<file path="src/rtl/fetch_stage_pkg.sv">
// Shared encodings and defaults for the instruction-fetch stage.
package fetch_stage_pkg;

  typedef enum logic [1:0] {
    IF_FETCH = 2'd0,
    IF_HOLD  = 2'd1,
    IF_DROP  = 2'd2
  } if_state_e;

  localparam logic [31:0] DEF_RESET_PC  = 32'h0000_0000;
  localparam logic [31:0] DEF_NOP_INSTR = 32'h0000_0013;

endpackage

</file>
<file path="src/rtl/fetch_stage_if.sv">
// Instruction-memory request/ready bus between fetch and imem.
interface fetch_stage_if;
  logic        req;
  logic [31:0] addr;
  logic        ready;
  logic [31:0] rdata;

  modport master (output req, output addr, input ready, input rdata);
  modport slave  (input req, input addr, output ready, output rdata);
endinterface

</file>
<file path="src/rtl/if_id_reg.sv">
// IF/ID pipeline register: flush beats load beats clear; otherwise holds.
module if_id_reg #(
  parameter logic [31:0] NOP_INSTR = 32'h0000_0013
) (
  input  logic        clk,
  input  logic        rst,
  input  logic        load,
  input  logic        flush,
  input  logic        clear,
  input  logic [31:0] load_pc,
  input  logic [31:0] load_instr,
  output logic        valid,
  output logic [31:0] pc,
  output logic [31:0] instr
);

  always_ff @(posedge clk or posedge rst) begin
    if (rst) begin
      valid <= 1'b0;
      pc    <= 32'h0;
      instr <= NOP_INSTR;
    end else if (flush) begin
      // PC is left as-is; only valid and the instruction word are squashed.
      valid <= 1'b0;
      instr <= NOP_INSTR;
    end else if (load) begin
      valid <= 1'b1;
      pc    <= load_pc;
      instr <= load_instr;
    end else if (clear) begin
      valid <= 1'b0;
    end
  end

endmodule

</file>
<file path="src/rtl/fetch_stage.sv">
// Fetch stage: owns the fetch PC, issues imem requests, skids one fetch under
// decode stall and squashes in-flight fetches on redirect.
module fetch_stage
  import fetch_stage_pkg::*;
#(
  parameter logic [31:0] RESET_PC  = DEF_RESET_PC,
  parameter logic [31:0] NOP_INSTR = DEF_NOP_INSTR
) (
  input  logic                 clk,
  input  logic                 rst,
  input  logic [31:0]          npc,
  input  logic                 redirect,
  input  logic                 stall,
  output logic [31:0]          pc_out,
  output logic [31:0]          pcplus4,
  fetch_stage_if.master        imem,
  output logic                 id_valid,
  output logic [31:0]          id_pc,
  output logic [31:0]          id_instr
);

  if_state_e   state_q, state_d;
  logic [31:0] pc_q, pc_d;
  logic [31:0] addr_q, addr_d;
  logic [31:0] sk_pc_q, sk_pc_d;
  logic [31:0] sk_instr_q, sk_instr_d;

  logic        req, hs, id_accepts;
  logic        id_load, id_flush, id_clear;
  logic [31:0] id_load_pc, id_load_instr;

  assign req        = (state_q != IF_HOLD);
  assign hs         = req & imem.ready;
  assign id_accepts = ~stall | ~id_valid;

  assign imem.req  = req;
  // An abandoned request keeps its address until the memory completes it.
  assign imem.addr = (state_q == IF_DROP) ? addr_q : pc_q;
  assign pc_out    = pc_q;
  assign pcplus4   = pc_q + 32'd4;

  always_comb begin
    state_d       = state_q;
    pc_d          = pc_q;
    addr_d        = addr_q;
    sk_pc_d       = sk_pc_q;
    sk_instr_d    = sk_instr_q;
    id_load       = 1'b0;
    id_flush      = 1'b0;
    id_clear      = 1'b0;
    id_load_pc    = pc_q;
    id_load_instr = imem.rdata;

    unique case (state_q)
      IF_FETCH: begin
        if (redirect) begin
          id_flush = 1'b1;
          pc_d     = npc;
          if (!hs) begin
            addr_d  = pc_q;
            state_d = IF_DROP;
          end
        end else if (hs && id_accepts) begin
          id_load = 1'b1;
          pc_d    = npc;
        end else if (hs) begin
          sk_pc_d    = pc_q;
          sk_instr_d = imem.rdata;
          pc_d       = npc;
          state_d    = IF_HOLD;
        end else if (id_accepts) begin
          id_clear = 1'b1;
        end
      end
      IF_HOLD: begin
        id_load_pc    = sk_pc_q;
        id_load_instr = sk_instr_q;
        if (redirect) begin
          id_flush = 1'b1;
          pc_d     = npc;
          state_d  = IF_FETCH;
        end else if (!stall) begin
          id_load = 1'b1;
          state_d = IF_FETCH;
        end
      end
      IF_DROP: begin
        id_clear = 1'b1;
        if (redirect) begin
          id_flush = 1'b1;
          pc_d     = npc;
        end else if (hs) begin
          state_d = IF_FETCH;
        end
      end
      default: state_d = IF_FETCH;
    endcase
  end

  always_ff @(posedge clk or posedge rst) begin
    if (rst) begin
      state_q    <= IF_FETCH;
      pc_q       <= RESET_PC;
      addr_q     <= RESET_PC;
      sk_pc_q    <= 32'h0;
      sk_instr_q <= NOP_INSTR;
    end else begin
      state_q    <= state_d;
      pc_q       <= pc_d;
      addr_q     <= addr_d;
      sk_pc_q    <= sk_pc_d;
      sk_instr_q <= sk_instr_d;
    end
  end

  if_id_reg #(
    .NOP_INSTR (NOP_INSTR)
  ) u_if_id_reg (
    .clk        (clk),
    .rst        (rst),
    .load       (id_load),
    .flush      (id_flush),
    .clear      (id_clear),
    .load_pc    (id_load_pc),
    .load_instr (id_load_instr),
    .valid      (id_valid),
    .pc         (id_pc),
    .instr      (id_instr)
  );

endmodule

</file>
<file path="src/flat_wrapper.sv">
// flat-port wrapper written by rule: the top's interface ports become plain ports
module fetch_stage_flat import fetch_stage_pkg::*;
#(
  parameter logic [31:0] RESET_PC  = DEF_RESET_PC,
  parameter logic [31:0] NOP_INSTR = DEF_NOP_INSTR
)
  (clk, rst, npc, redirect, stall, pc_out, pcplus4, id_valid, id_pc, id_instr, imem_req, imem_addr, imem_ready, imem_rdata);
  fetch_stage_if imem_i ();
  input  logic clk;
  input  logic rst;
  input  logic [31:0] npc;
  input  logic redirect;
  input  logic stall;
  output logic [31:0] pc_out;
  output logic [31:0] pcplus4;
  output logic id_valid;
  output logic [31:0] id_pc;
  output logic [31:0] id_instr;
  output wire logic [$bits(imem_i.req)-1:0] imem_req;
  output wire logic [$bits(imem_i.addr)-1:0] imem_addr;
  input wire logic [$bits(imem_i.ready)-1:0] imem_ready;
  input wire logic [$bits(imem_i.rdata)-1:0] imem_rdata;
  assign imem_req = imem_i.req;
  assign imem_addr = imem_i.addr;
  assign imem_i.ready = imem_ready;
  assign imem_i.rdata = imem_rdata;
  fetch_stage #(.RESET_PC(RESET_PC), .NOP_INSTR(NOP_INSTR)) u_core (.clk(clk), .rst(rst), .npc(npc), .redirect(redirect), .stall(stall), .pc_out(pc_out), .pcplus4(pcplus4), .imem(imem_i), .id_valid(id_valid), .id_pc(id_pc), .id_instr(id_instr));
endmodule
</file>
<file path="config.mk">
export PLATFORM = sky130hd
export DESIGN_NAME = fetch_stage_flat
export DESIGN_NICKNAME = d
export VERILOG_FILES = /design/src/rtl/fetch_stage_pkg.sv /design/src/rtl/fetch_stage_if.sv /design/src/rtl/if_id_reg.sv /design/src/rtl/fetch_stage.sv /design/src/flat_wrapper.sv
export SDC_FILE = /design/constraint.sdc
export NUM_CORES = 1
export LEC_CHECK = 0
export BUFFER_PORTS_ARGS = -buffer_cell sky130_fd_sc_hd__buf_2
export CAP_MARGIN = 15
export CORE_AREA = 2 2 196 160
export DETAILED_ROUTE_END_ITERATION = 8
export DIE_AREA = 0 0 198 162
export GPL_TIMING_DRIVEN = 0
export PLACE_DENSITY = 0.56
export SKIP_CTS_REPAIR_TIMING = 1
export SLEW_MARGIN = 20
export SYNTH_ARGS = -nofsm -noshare
export SYNTH_HDL_FRONTEND = slang
export SYNTH_SLANG_ARGS = --single-unit
</file>
<file path="constraint.sdc">
create_clock -name clk -period 7.4 [get_ports clk]
set_input_delay 1.85 -clock clk [delete_from_list [all_inputs] [get_ports clk]]
set_output_delay 1.85 -clock clk [all_outputs]
set_load 0.01 [all_outputs]
</file>
Yosys cells after proc, flatten, opt, wreduce, memory -nomap -nowiden
Cells that the tools add are included.

Bits in registers: 195. Bits in latches: 0. Memory bits (writable): 0. Memory bits (read-only): 0. Output and inout port bits: 162. Logic and storage cells: 74. Memories: 0.

Add/subtract/negate cells: 1. Multiply operators: 0. Divide/modulo/power cells: 0. Magnitude comparators: 0. Equality and inequality tests: 11. Shift operators: 0. Mux-type cells: 34. Bitwise operators: 8. Reduce and logical (&&, ||, !) cells: 12.

Operators by type and width (count): 32-bit 2-to-1 mux (9); 32-bit case mux with 2 select lines (1); 32-bit by 3-bit adder with 32-bit output, second input constant (1); 2-bit 2-to-1 mux (8); 1-bit 2-to-1 mux (13); 3-bit inequality test, second input constant (3); 2-bit by 1-bit inequality test with 1-bit output, second input constant (3); 1-bit NOT (6); 2-bit case mux with 3 select lines (1); 3-bit AND reduction (2); 6-bit AND reduction (1); 4-bit by 2-bit inequality test with 1-bit output, second input constant (1); 1-bit case mux with 2 select lines (2); 4-bit AND reduction (1); 2-bit nonzero test (2); 3-bit by 2-bit inequality test with 1-bit output, second input constant (1); 3-bit nonzero test (1); 3-bit OR reduction (1); 2-bit by 1-bit == test with 1-bit output, second input constant (1); 2-bit == test, second input constant (1); 2-bit zero test (1); 2-bit inequality test, second input constant (1); 2-bit AND reduction (1); 2-bit OR reduction (1); other kinds (3) (3).

Longest topological paths before layout
Depth in word-level cells: 10. Gate-level depth with buffers: 12. Depth with buffers taken out: 7.

Modules after synthesis
Synthesis repeated with hierarchy kept, for this count alone.

Cells, all modules: 709. Area, all modules: 9474.1 um2.

Modules (own cells, without submodules): fetch_stage (instances 1, cells each 531, area an instance 6804.0 um2, sequential area each 3256.9 um2); if_id_reg (instances 1, cells each 178, area an instance 2670.1 um2, sequential area each 1630.3 um2).

Least setup slack after synthesis
No wires, ideal clock.

Path kind: reg2out. Start: reg u_core.pc_q[5] (netlist: u_core.pc_out[5]). End: out pcplus4[26]. Arrival time: 1.782 ns. Required time: 5.550 ns. Path slack: 3.768 ns. Cell stages (with the launch flop): 7. Buffers on the path: 1. Cells stage by stage: dfrtp_1 -> clkbuf_1 -> and4_1 -> nand4_1 -> nor4_1 -> nand2_1 -> xnor2_1.

Cells in the longest elaborated chain, start to end: 1.

RTL lines: from (decl) (RTL line fetch_stage.sv:23) `logic [31:0] pc_q, pc_d;`; from (signal assigned) (RTL line fetch_stage.sv:109) `pc_q <= pc_d;`; 32-bit by 3-bit adder with 32-bit output (RTL line fetch_stage.sv:40) `assign pcplus4 = pc_q + 32'd4;`; to (decl) (RTL line flat_wrapper.sv:15) `output logic [31:0] pcplus4;`.

No other way between the ends.

Worst setup path after layout
Ends and elaborated chain as after synthesis.

==> flow_summary.yaml <==
status:
  status: "finished clean"
hold_path:
  hold_depth: 2
  worstHoldStart: "u_core.u_if_id_reg.instr[21]"
  hold_path.class: "flip-flop to flip-flop"
  hold-path-endpoint: "u_core.u_if_id_reg.instr[21]"
yosys:
  synth_area_per_cell_um2: 12.3
  yosys.cell_types.count: 37
  seq_area_frac_synth: 0.547
  synth.area.top_cells: "dfrtp_1, mux2_2, mux2i_1"
  yosys_warnings: 0
  synth-main-ff-cell: "dfrtp_1"
  synthTopCellsByCount: "dfrtp_1, mux2_2, nand2_1"
  yosysMostFrequentCell: "dfrtp_1"
  syn_inst: 723
  netlist_area_um2: 8930
  synth_top_area_frac: 0.530
  syn-num-nets: 797
  ys_ff_latch: 195
  yosysTopAreaCell: "dfrtp_1"
  async_flop_share: 1.00
  synth_edf_count: 0
placed_design:
  place_inst: 1368
  gp_congestion: 0.743
  dp_hpwl_um: 17500
  numPortBuffers: 230
floorplan:
  core_um2: 30000
  std_cell_rows: 57
  pin_count: 231
  die_w_um: 198
  die_y_um: 162
  dieArea_um2: 32100
  start_util: 0.297
setup_path:
  crit_path_end_kind: "primary output"
  r2r_cells: 8
  cp.buffers_inverters: 2
  worstPathMaxFanout: 10
  critPathTopFamily: "simple AND/OR/NAND/NOR gates"
  cp_slowest_cell: "nor4_2"
  critPathLaunchType: "flip-flop"
  arrival_ps: 2810
  cp_cell_sequence: "clkbuf_1 > and4_1 > nand4_1 > nor4_2 > nand2_1 > xnor2_1 > buf_2"
  r2r_start: "u_core.state_q[1]"
  r2r_end: "u_core.pc_out[21]"
  critPathKind: "flip-flop to primary output"
  r2r_slack_ps: 4460
  cp_slowest_stage_delay_ps: 650
  critPathRequiredTime_ps: 5550
clocking:
  cts_tree: "built"
  cts_inserted_buffers: 17
  cts_sinks: 195
  clock_latency_ps: 450
  cts-htree-levels: 4
  cts-root-buf: "clkbuf_16"
  clk_pin_slew_ps: 80
  cts_buffer_depth: 2
power_and_ir_drop:
  p_comb_frac: 0.453
  peakVddDrop_v: 0.000223
  p_leak_nw: 5.25
  seq_power_share: 0.363
  power.density_nw_per_um2: 451
  clockPowerShare: 0.184
  p_int_mw: 3.09
  p_sw_frac: 0.392
  p_sw_mw: 1.99
layout:
  multi_input_area_um2: 3750
  seqCellArea_um2: 4890
  synthToLayoutAreaGrowth_pct: 26.1
  drive_gt1_frac: 0.455
  final-instance-count-excl-fill: 1402
  nets: 1048
  fillers: 3040
global_route:
  grt_max_degree: 88
  antenna_found_initial: 2
  grt_pass1_wl_um: 37500
  overflow: 0
  grt_pass1_vias: 6256
  grtUsageTotal: 0.155
sta:
  period_share: 0.630
  setup_viol: 0
  relSlewSlack: 0.372
  report.final.slew_viol_count: 0
  hold_violations: 0
  clock_skew_ps: 14.0
  fin_tns_setup_ps: 0
  worst_slew_pin_slew_ps: 941
  max_freq_mhz: 214
  rsz0062_at_grt: "false"
  layout_min_cycle_time_ps: 4660
flow_run:
  max_cap_violations: 0
drt:
  drt_iter0_drc: 219
  wire_per_inst_um: 17.5
  antenna_left: 0
  dr.pass1.iters: 4
  via_count: 6335
  remaining_drc_errors: 0
  routed_wl_um: 24500
  vias_per_cell: 4.52
-- kinds of logic (layout without fill, tap and decap cells) --
logic type | count (synthesis) | count (layout) | share of synthesized area
and+or+nand+nor | 132 | 132 | 0.0677
other | 0 | 2 | 0
AOI/OAI and AO/OA | 75 | 75 | 0.0430
buffers and inverters | 64 | 328 | 0.0341
xor gates and xnor gates | 28 | 28 | 0.0275
DFF | 195 | 195 | 0.547
muxes | 224 | 224 | 0.273
adders and majority gates | 5 | 5 | 0.00701
-- layout make-up --
| class | count | share of cell area |
|---|---|---|
| flip-flops and latches | 195 | 0.434 |
| clock inverters | 14 | 0.0124 |
| plain buffers | 58 | 0.0250 |
| repair buffers | 232 | 0.107 |
| clock buffers | 18 | 0.0390 |
| multi-input cells | 464 | 0.333 |
| well taps | 413 | 0.0459 |
| diodes | 2 | 0.000445 |
| inverters | 6 | 0.00267 |
-- sequential cells by signal (all words and copies together) (netlist names) --
register and flops:
u_core.addr_q 32, u_core.pc_out 32, u_core.sk_instr_q 32, u_core.sk_pc_q 32
u_core.u_if_id_reg.instr 32, u_core.u_if_id_reg.pc 32, u_core.state_q 2, u_core.u_if_id_reg.valid 1
-- stage by stage --
stage          area, um2   util  power, mW  hold slack (ps)  setup slack, ps
3_3_place_gp       10600  0.353       4.17              457            -2550
4_1_cts            11200  0.375       5.17              483             2610
6_report           11300  0.375       5.08              473             2740
3_5_place_dp       10700  0.355       4.21              465             3110
2_1_floorplan       8930      -       3.28              458              248
5_1_grt            11300  0.375       5.45              497             2500
-- power groups by stage --
stage	Clock, mW	Combinational (mW)	Sequential [mW]
final	0.935	2.30	1.84
after CTS	0.972	2.35	1.85
after detailed placement	0	2.34	1.87
after global placement	0	2.33	1.85
after floorplan	0	1.38	1.91
after global routing	1.01	2.53	1.91
-- placed cells by master (no fill, tap or decap), types with 2 or more instances in the layout --
cell type | Yosys | final
and2_1 | 4 | 4
nor2_1 | 10 | 10
mux2_2 | 154 | 154
clkinvlp_4 | 0 | 2
diode_2 | 0 | 2
dfstp_2 | 6 | 6
xnor2_1 | 22 | 22
xor2_1 | 6 | 6
dfrtp_1 | 189 | 189
o21ai_0 | 53 | 53
buf_16 | 0 | 2
buf_1 | 8 | 8
inv_1 | 6 | 5
nand2_1 | 81 | 81
ha_1 | 5 | 5
nand4_1 | 7 | 7
inv_8 | 0 | 2
nand3_1 | 10 | 10
mux2_1 | 5 | 5
a21oi_1 | 8 | 8
nand2b_1 | 2 | 2
o21ai_1 | 10 | 10
and3_1 | 3 | 3
clkbuf_1 | 30 | 30
nor3_1 | 2 | 2
buf_6 | 3 | 3
mux2i_1 | 65 | 65
and4_1 | 4 | 4
buf_2 | 9 | 239
clkinv_4 | 0 | 2
buf_4 | 8 | 8
clkbuf_16 | 0 | 17
inv_6 | 0 | 7
or3_1 | 2 | 2
-- worst min-delay path, delay by kind of cell (launching register included) --
kind | cells | cell delay [ps]
and+or+nand+nor | 1 | 40
DFF | 1 | 340
AOI/OAI and AO/OA | 1 | 60
-- worst max-delay path by stage --
stage	from	endpoint	slack [ps]	cells past startpoint
floorplan	rst	u_core.addr_q[0]	250	1
global placement	rst	u_core.addr_q[22]	-2550	2
detailed placement	u_core.state_q[0]	imem_addr[29]	3110	6
CTS	u_core.state_q[0]	imem_addr[29]	2610	6
global route	u_core.state_q[0]	imem_addr[29]	2500	6
finish	u_core.pc_out[5]	pcplus4[26]	2740	7
-- metal layers --
metal | wire [um] | GRT usage
met1 | 11700 | 0.214
met2 | 10700 | 0.235
met3 | 1840 | 0.0515
met4 | 216 | 0.0359
met5 | 0 | 0
(Power assumes the default switching activity.)
